`config.mk`:
```
export PLATFORM = sky130hd
export DESIGN_NAME = col_dct8
export DESIGN_NICKNAME = d
export VERILOG_FILES = /design/src/rtl/col_dct8.sv
export SDC_FILE = /design/constraint.sdc
export NUM_CORES = 2
export LEC_CHECK = 0
export CELL_PAD_IN_SITES_DETAIL_PLACEMENT = 0
export CELL_PAD_IN_SITES_GLOBAL_PLACEMENT = 2
export CORE_ASPECT_RATIO = 0.75
export CORE_UTILIZATION = 35
export DETAILED_ROUTE_END_ITERATION = 10
export DONT_BUFFER_PORTS = 1
export PLACE_DENSITY = 0.76
export SLEW_MARGIN = 20
export SYNTH_ARGS = -nofsm -noshare
export SYNTH_HDL_FRONTEND = slang
export SYNTH_SLANG_ARGS = --single-unit
```
`constraint.sdc`:
```
create_clock -name clk -period 36.8 [get_ports clk]
set_clock_uncertainty 0.1 [all_clocks]
set_input_delay 1.84 -clock clk [delete_from_list [all_inputs] [get_ports clk]]
set_output_delay 1.84 -clock clk [all_outputs]
set_load 0.01 [all_outputs]
```
`src/rtl/col_dct8.sv`:
```
`timescale 1ns/1ps
// col_dct8: serial 8-point 1-D forward DCT, column pass of the 8x8 2-D DCT.
// Latency: x(k) captured on enabled cycle t appears as F(k) on S_out after enabled cycle t+9.
// Backpressure: none; ena_in low freezes every register and holds all outputs.
//
// Ports:
//   clk      rising-edge clock
//   rst_n    asynchronous active-low reset (release synchronised internally)
//   ena_in   advance enable for the whole block
//   sob_in   start of column: S_in is x(0) (sampled only when ena_in=1)
//   S_in     signed input sample x(n)
//   S_out    signed saturated coefficient F(k), registered
//   sob_out  high while S_out shows F(0)
//   vld_out  high while S_out shows a valid coefficient
module col_dct8 #(
    parameter int IN_W      = 12,
    parameter int OUT_W     = 12,
    parameter int COEF_FRAC = 13
) (
    input  logic                    clk,
    input  logic                    rst_n,
    input  logic                    ena_in,
    input  logic                    sob_in,
    input  logic signed [IN_W-1:0]  S_in,
    output logic signed [OUT_W-1:0] S_out,
    output logic                    sob_out,
    output logic                    vld_out
);

    localparam int COEF_W = COEF_FRAC + 2;
    localparam int PROD_W = IN_W + COEF_W;
    localparam int ACC_W  = IN_W + COEF_FRAC + 5;

    localparam logic signed [ACC_W-1:0] RND     = ACC_W'(2 ** (COEF_FRAC - 1));
    localparam logic signed [ACC_W-1:0] OUT_MAX = ACC_W'(2 ** (OUT_W - 1) - 1);
    localparam logic signed [ACC_W-1:0] OUT_MIN = ACC_W'(-(2 ** (OUT_W - 1)));

    // Coefficient ROM C[k][n] = round(2^13 * c(k)/2 * cos((2n+1)k*pi/16)).
    // The phase index m = (2n+1)k mod 32 is folded onto the first quadrant,
    // so only eight magnitudes are stored. Magnitudes are for COEF_FRAC=13.
    function automatic logic signed [COEF_W-1:0] coef(input logic [2:0] k, input logic [2:0] n);
        logic [4:0]  m;
        logic        neg;
        logic [12:0] mag;
        m = {1'b0, n, 1'b1} * {2'b00, k};
        if (m > 5'd16) begin
            m = 5'd0 - m;               // cos(2pi - a) = cos(a)
        end
        neg = (m > 5'd8);
        if (neg) begin
            m = 5'd16 - m;              // cos(pi - a) = -cos(a)
        end
        case (m)
            5'd0:    mag = 13'd4096;
            5'd1:    mag = 13'd4017;
            5'd2:    mag = 13'd3784;
            5'd3:    mag = 13'd3406;
            5'd4:    mag = 13'd2896;
            5'd5:    mag = 13'd2276;
            5'd6:    mag = 13'd1567;
            5'd7:    mag = 13'd799;
            default: mag = 13'd0;
        endcase
        if (k == 3'd0) begin
            mag = 13'd2896;             // DC row carries the extra 1/sqrt2
            neg = 1'b0;
        end
        coef = neg ? -$signed({2'b00, mag}) : $signed({2'b00, mag});
    endfunction

    // Round half up, then clamp to the output range.
    function automatic logic signed [OUT_W-1:0] rnd_sat(input logic signed [ACC_W-1:0] a);
        logic signed [ACC_W-1:0] r;
        r = (a + RND) >>> COEF_FRAC;
        if (r > OUT_MAX) begin
            rnd_sat = {1'b0, {(OUT_W-1){1'b1}}};
        end else if (r < OUT_MIN) begin
            rnd_sat = {1'b1, {(OUT_W-1){1'b0}}};
        end else begin
            rnd_sat = r[OUT_W-1:0];
        end
    endfunction

    // Reset asserts asynchronously, releases on a clock edge.
    logic rst_meta;
    logic rst_sync_n;

    always_ff @(posedge clk or negedge rst_n) begin
        if (!rst_n) begin
            rst_meta   <= 1'b0;
            rst_sync_n <= 1'b0;
        end else begin
            rst_meta   <= 1'b1;
            rst_sync_n <= rst_meta;
        end
    end

    logic        [2:0]        n_cnt;
    logic        [2:0]        n_use;
    logic        [2:0]        prod_n;
    logic signed [PROD_W-1:0] prod [8];
    logic signed [ACC_W-1:0]  acc  [8];
    logic                     acc_done;
    logic signed [OUT_W-1:0]  bank [7];
    logic        [2:0]        out_cnt;
    logic                     out_act;

    // sob_in forces the sample to n=0; a cut column then simply restarts.
    assign n_use = sob_in ? 3'd0 : n_cnt;

    // Multiply stage: all eight products of the current sample.
    always_ff @(posedge clk or negedge rst_sync_n) begin
        if (!rst_sync_n) begin
            n_cnt  <= 3'd0;
            prod_n <= 3'd0;
            for (int k = 0; k < 8; k++) begin
                prod[k] <= '0;
            end
        end else if (ena_in) begin
            n_cnt  <= n_use + 3'd1;
            prod_n <= n_use;
            for (int k = 0; k < 8; k++) begin
                prod[k] <= PROD_W'(coef(3'(k), n_use)) * PROD_W'(S_in);
            end
        end
    end

    // Accumulate stage. A product tagged n=0 restarts the sum, so a column
    // cut short never reaches n=7 and never produces output.
    always_ff @(posedge clk or negedge rst_sync_n) begin
        if (!rst_sync_n) begin
            acc_done <= 1'b0;
            for (int k = 0; k < 8; k++) begin
                acc[k] <= '0;
            end
        end else if (ena_in) begin
            acc_done <= (prod_n == 3'd7);
            for (int k = 0; k < 8; k++) begin
                acc[k] <= (prod_n == 3'd0) ? ACC_W'(prod[k]) : acc[k] + ACC_W'(prod[k]);
            end
        end
    end

    // Output stage. F(0) goes straight out while F(1..7) park in a shift
    // bank; this edge also performs the next column's first accumulate,
    // so the bank takes the pre-edge sums.
    always_ff @(posedge clk or negedge rst_sync_n) begin
        if (!rst_sync_n) begin
            S_out   <= '0;
            sob_out <= 1'b0;
            vld_out <= 1'b0;
            out_cnt <= 3'd0;
            out_act <= 1'b0;
            for (int i = 0; i < 7; i++) begin
                bank[i] <= '0;
            end
        end else if (ena_in) begin
            if (acc_done) begin
                S_out   <= rnd_sat(acc[0]);
                sob_out <= 1'b1;
                vld_out <= 1'b1;
                out_cnt <= 3'd1;
                out_act <= 1'b1;
                for (int k = 1; k < 8; k++) begin
                    bank[k-1] <= rnd_sat(acc[k]);
                end
            end else if (out_act) begin
                S_out   <= bank[0];
                sob_out <= 1'b0;
                vld_out <= 1'b1;
                out_cnt <= out_cnt + 3'd1;
                out_act <= (out_cnt != 3'd7);
                for (int i = 0; i < 6; i++) begin
                    bank[i] <= bank[i+1];
                end
            end else begin
                sob_out <= 1'b0;
                vld_out <= 1'b0;
            end
        end
    end

endmodule

```
Word level (Yosys, flattened, before mapping)
Memories as Yosys holds them, arrays and structs flattened. Index checks and enable logic that the tools add are counted. Widths: inputs -> output; s select.

Bits in registers: 567. ROM bits: 728. Bits of input ports: 16. Output and inout bits: 14. Word-level logic and storage cells: 223. Memories: 7.

Memories: (no name shown) (words 8, width 13, read ports 1, clocked after Yosys merged registers in 0, wr ports 0, RTL line 53) `case (m)`; (no name shown) (words 8, width 13, read ports 1, clocked after Yosys merged registers in 0, wr ports 0, RTL line 53); (no name shown) (words 8, width 13, read ports 1, clocked after Yosys merged registers in 0, wr ports 0, RTL line 53); (no name shown) (words 8, width 13, read ports 1, clocked after Yosys merged registers in 0, wr ports 0, RTL line 53); (no name shown) (words 8, width 13, read ports 1, clocked after Yosys merged registers in 0, wr ports 0, RTL line 53); (no name shown) (words 8, width 13, read ports 1, clocked after Yosys merged registers in 0, wr ports 0, RTL line 53); 1 more memories.

$add $sub $neg: 40. Multiply operators: 12. Order comparisons: 30. Equality and inequality tests: 2. Multiplexer cells: 88. Reduce and logical (&&, ||, !) cells: 11.

Operators with widths (count): $add 30x14->30 const B (8); $add 30x27->30 (8); $mux 30 (8); $mul 15x12->27 (8); $mux 12 (18); $mux 13 (15); $mux 72 (2); $mux 5 (28); $gt 17x12->1 const B (8); $lt 17x12->1 const B (8); $mux 15 (8); $neg 13->15 (8); $gt 5x4->1 const B (7); $sub 5x5->5 const A (7); $gt 5x5->1 const B (6); $sub 1x5->5 const A (6); $logic_not 2->1 (7); $mul 4x3->5 const B (2); $mux 3 (3); $add 3x1->3 const B (2); $mux 1 (6); $gt 4x5->1 const B (1); $mul 4x2->5 const B (1); $sub 1x4->5 const A (1); other kinds (6) (7).

Logic depth before layout (Yosys ltp)
Word-level depth: 14. Mapped depth: 36. Mapped depth without buffers: 30.

Least setup slack after synthesis
No wires, ideal clock.

Kind: input port to flip-flop. Start: input sob_in. End: register prod[134] (netlist bit). Library setup time: 0.137 ns. Arrival: 9.214 ns. Required time: 36.563 ns. Path slack: 27.349 ns. Stages: 33. Path buffers: 6. Path through: buf_2 -> nand2b_1 -> buf_2 -> inv_1 -> buf_1 -> ha_1 -> clkbuf_1 -> xor2_1 -> xnor2_1 -> and2_0 -> clkbuf_1 -> o21bai_1 -> clkbuf_1 -> nand2_1 -> fa_1 -> inv_1 -> ha_1 -> fa_1 -> inv_1 -> fa_1 -> fa_1 -> inv_1 -> ha_1 -> a21o_1 -> a2111oi_4 -> o311ai_2 -> nor3_2 -> o31ai_1 -> a41o_1 -> o41a_1 -> a21oi_2 -> xnor2_1 -> a21oi_1.

Cells in the longest elaborated chain, start to end: 14. Elaborated cells on any way between the ends: 17. Those cells by class: add/sub (3); mul (2); order compare (2); mux (8); reduce/logical (1); memory (1).

RTL lines: start, declared (RTL line 23) `input logic sob_in,`; $mux 3 * (RTL line 109) `assign n_use = sob_in ? 3'd0 : n_cnt;`; net n_use[2] (RTL line 99) `logic [2:0] n_use;`; $mul 4x2->5 * (RTL line 45) `m = {1'b0, n, 1'b1} * {2'b00, k};`; $gt 5x5->1 / $sub 1x5->5 (equally long branches) (RTL line 46, 47); $mux 5 * (RTL line 46) `if (m > 5'd16) begin`; $mux 5 * (RTL line 119) `end else if (ena_in) begin`; $sub 5x5->5 / $gt 5x4->1 (equally long branches) (RTL line 51, 49); $mux 5 (RTL line 50) `if (neg) begin`; $mux 5 (RTL line 119); $mem_v2 8x13 / $logic_not 2->1 (equally long branches); $mux 13 (RTL line 53); $mux 13 (RTL line 119); $neg 13->15 (RTL line 68) `coef = neg ? -$signed({2'b00, mag}) : $signed({2'b00, mag});`; $mux 15 * (RTL line 68); $mul 15x12->27 * (RTL line 123) `prod[k] <= PROD_W'(coef(3'(k), n_use)) * PROD_W'(S_in);`; end signal, assigned by index (RTL line 123); end, declared (RTL line 101) `logic signed [PROD_W-1:0] prod [8];`.

The timed path passes the listed nets; every way through them passes the cells marked *. The select of a mux whose other input is x is not followed. A chain may end at the register's enable or synchronous reset.

Worst setup path in the final report
Start: input sob_in. End: register prod[187] (netlist bit).

Cells in the longest elaborated chain, start to end: 13. Elaborated cells on any way between the ends: 16. Those cells by class: add/sub (3); mul (1); order compare (2); mux (8); reduce/logical (1); memory (1).

RTL lines (RTL line): $mux 3 * (109); $sub 1x4->5 / $gt 4x5->1 (equally long branches) (47, 46); $mux 5 * (46); $mux 5 * (119); $sub 5x5->5 / $gt 5x4->1 (equally long branches) (51, 49); $mux 5 (50); $mux 5 (119); $mem_v2 8x13 / $logic_not 2->1 (equally long branches); $mux 13 (53); $mux 13 (119); $neg 13->15 (68); $mux 15 * (68); $mul 15x12->27 * (123).

Mark *: on every way between the ends. The rest lies on a longest branch, timed or not. The select of a mux whose other input is x is not followed.

==> run summary <==
Each instance of the synthesized netlist takes up on average 9.03 sq um. The floorplan die height came out at 408 um. The worst hold path belongs to the class flop to async pin. Clock latency on the worst-skew pair, taken at its later pin, is 0.70 ns. Setup repair after global routing left no endpoint under its margin. Wire segments on met3 add up to 15100 um in the final route. The count of routing violations after the opening detailed-route iteration is 3787. The post-synthesis adder-cell area fraction came out at 40.0%. The count of cells in the finished layout, fillers not included, comes to 11300.

Sequential elements use 17.9% of the synthesized area. The multiplexer share of the synthesized area came out at 2.61%. The number of library cell types mapped by synthesis is 88. The worst-margin pin slew is 1.32 ns. For this block, wires on met1 add up to 115000 um. Headroom to the max-slew limit came out at 11.9%. The root buffer selected by CTS is sky130_fd_sc_hd__clkbuf_16. The number of cells upsized or downsized after cts came out at 0.

The number of global-route vias before repair is 59500. The placed instance count came out at 11200. The number of buffers inserted for hold repair after clock tree synthesis is 0. Along the worst path, the maximum fanout reaches 20.

The hold violation count in the final report is 0. The number of enable-type register cells in the synthesized netlist is 0. The final route contains 57100 vias.

The clock-pin slew on the worst setup and hold paths came out at 0.06 ns. Sorting the synthesized cells by area gives the leading types as sky130_fd_sc_hd__fa_1, sky130_fd_sc_hd__dfrtp_1, sky130_fd_sc_hd__ha_1. The number of H-tree levels is 3. Of the total synthesized cell area, the portion taken by AND, OR, NAND and NOR gates is 12.7%.

The global-route wire length before repair is 362000 um. The number of antenna violations at the first check in global routing is 12. The time the final worst path needs with I/O delays and setup is 9.78 ns. The area growth from synthesis to layout is 6.89%. The share of cells above drive strength 1 came out at 4.56%. Counting flops with an async set or reset pin after synthesis yields a share of 100%. The net count after synthesis is 10300.

The number of storage elements in the synthesis netlist came out at 549. The summed instance area of the synthesized netlist came out at 76900 sq um. The element type at the critical path end is a flop. The number of top-level design ports came out at 30.

The maximum buffer depth of the clock tree came out at 3. The largest net degree at the start of global routing came out at 615. The quantity of I/O buffers inserted on ports came out at 0. The most instantiated flip-flop cell in the synthesis netlist is sky130_fd_sc_hd__dfrtp_1. The DRC violation count after routing is 0.

The post-detailed-route via-to-cell ratio is 5.05. The final critical-path share of the clock period is 26.6%. Synthesis produced 8518 cells. The largest total area in the synthesized netlist belongs to sky130_fd_sc_hd__fa_1. After detailed routing, the average wire length per cell comes to 20.2 um. After detailed routing, no signal wire sits above met5. The total number of yosys warnings came out at 0. Of the total synthesized cell area, the portion taken by XOR and XNOR cells is 5.08%. Routability-driven placement finished with a final weighted congestion of 0.864.

The final layout contains 10100 nets. The area share of the largest cell type after synthesis came out at 28.3%. The accumulated negative setup slack came out at 0 ns. The routed design has 229000 um of wire. The synthesized netlist devotes 13.1% of its cell area to compound gates. Detailed routing placed a total of 94900 um of wire on met2. After floorplanning, the core was sized to cover 218000 sq um.

The horizontal die dimension is 543 um. The worst reg2reg path depth came out at 28. The worst setup path is of the input pin to flop kind. The wire-length estimate of the detail-placed layout is 174000 um. The data arrival time of the critical path is 10.24 ns. The required time of the worst setup path came out at 37.27 ns. Across the run, the number of max-cap violations was 0.

In this run the post-CTS setup repair buffer count came out at 0. The global-route usage over all layers came out at 21.3%. The clock drives 549 sinks.

The clock tree from TritonCTS is yes. The number of max-slew violations in the final report is 0. The die area is 222000 sq um. Before antenna repair, the detailed router went through 6 iterations. The number of failing setup endpoints in the final timing report is 0. By count the netlist is led by sky130_fd_sc_hd__inv_1, sky130_fd_sc_hd__fa_1, sky130_fd_sc_hd__nand2_1. The global-route congestion overflow total came out at 0. Yosys instantiated no cell more often than sky130_fd_sc_hd__inv_1. Row generation in the floorplan step produced 148 rows. The nature of the critical path startpoint is an input pin. The number of nets with antenna violations after routing came out at 0. The starting density of the core came out at 35.3%. The CTS buffer count is 72. The flow ran to the end, and the final reports show no timing, DRC or antenna violations. The worst hold margin is 0.159 ns. After synthesis, the largest family of logic cells by area is adder cells.

The timing-limited maximum frequency came out at 0.102 GHz.
[critical path, cell delays in order]
cell and delay [ns]:
sky130_fd_sc_hd__nand2b_1 0.46, sky130_fd_sc_hd__inv_1 0.41, sky130_fd_sc_hd__ha_1 0.40, sky130_fd_sc_hd__buf_4 0.32
sky130_fd_sc_hd__inv_1 0.44, sky130_fd_sc_hd__ha_1 0.43, sky130_fd_sc_hd__mux2i_1 0.82, sky130_fd_sc_hd__nand2_1 0.18
sky130_fd_sc_hd__fa_1 0.54, sky130_fd_sc_hd__inv_1 0.05, sky130_fd_sc_hd__ha_1 0.16, sky130_fd_sc_hd__inv_1 0.06
sky130_fd_sc_hd__fa_1 0.43, sky130_fd_sc_hd__fa_1 0.51, sky130_fd_sc_hd__fa_1 0.49, sky130_fd_sc_hd__inv_1 0.04
sky130_fd_sc_hd__ha_1 0.30, sky130_fd_sc_hd__nor2b_1 0.14, sky130_fd_sc_hd__o21ai_1 0.16, sky130_fd_sc_hd__a21boi_1 0.11
sky130_fd_sc_hd__o21ai_1 0.25, sky130_fd_sc_hd__a211oi_1 0.19, sky130_fd_sc_hd__o31ai_1 0.35, sky130_fd_sc_hd__a21oi_1 0.15
sky130_fd_sc_hd__a41o_1 0.27, sky130_fd_sc_hd__o41ai_1 0.31, sky130_fd_sc_hd__xnor2_1 0.10, sky130_fd_sc_hd__mux2_2 0.26
[final timing paths]
check	from	to	slack, ns
setup / recovery	sob_in	prod[187]	27.02
hold / removal	rst_sync_n	acc[168]	0.16
setup reg to reg	n_cnt[1]	prod[187]	27.84
hold reg to reg	rst_sync_n	acc[168]	0.16
max in group asynchronous	rst_sync_n	prod[55]	32.96
min in group clk	rst_meta	rst_sync_n	0.25
[state kept, by name (all words and copies together) (netlist names)]
signal / flops
acc: 232
prod: 206
bank: 84
S_out: 12
n_cnt: 3
out_cnt: 3
prod_n: 3
acc_done: 1
out_act: 1
rst_meta: 1
rst_sync_n: 1
sob_out: 1
vld_out: 1
[kinds of logic after synthesis]
family | count (synthesis)
adder cells (fa/ha/maj) | 1806
buffers and inverters | 1781
flip-flops | 549
multiplexers | 180
AO/OA/AOI/OAI | 1643
other | 2
XOR/XNOR | 446
AND/OR/NAND/NOR | 2111
[cell usage in the layout (no fill, tap or decap), drive strengths merged, types with 27 or more instances in the layout]
cell type,count
a211oi,32
a21o,182
a21oi,639
a31oi,76
and2,142
and3,73
buf,58
clkbuf,103
dfrtp,549
fa,1089
ha,717
inv,1455
mux2,163
nand2,741
nand2b,107
nand3,125
nand4,42
nor2,580
nor2b,108
nor3,89
o211ai,42
o21a,85
o21ai,347
o21bai,37
o31ai,27
xnor2,289
xor2,157
[layout make-up]
| type | instances | area [sq um] |
|---|---|---|
| repair buffers | 58 | 518 |
| well taps | 2925 | 3660 |
| clock buffers | 103 | 2030 |
| inverters | 1455 | 5470 |
| fillers | 22000 | 135000 |
| diodes | 5 | 12.5 |
| multi-input cells | 6188 | 56500 |
| flip-flops and latches | 549 | 13700 |
| clock inverters | 23 | 241 |
[per-stage QoR]
stage | setup slack, ns | util, % | instance area (sq um)
floorplan | 20.26 | - | 76900
global placement | 26.45 | 36.7 | 79800
detailed placement | 26.32 | 36.7 | 79800
CTS | 27.01 | 37.7 | 82100
global route | 26.53 | 37.8 | 82200
finish | 27.02 | 37.8 | 82200
[layer usage]
layer  vias to the layer above  track usage (%)
met5                         -            0.303
met2                      1178             31.1
met3                       181             4.80
met1                     28500             31.9
met4                        10             3.99
li1                      27200                -
Power is not shown: default switching activity piles up to over one toggle a cycle in this logic, so the estimate is an artifact.
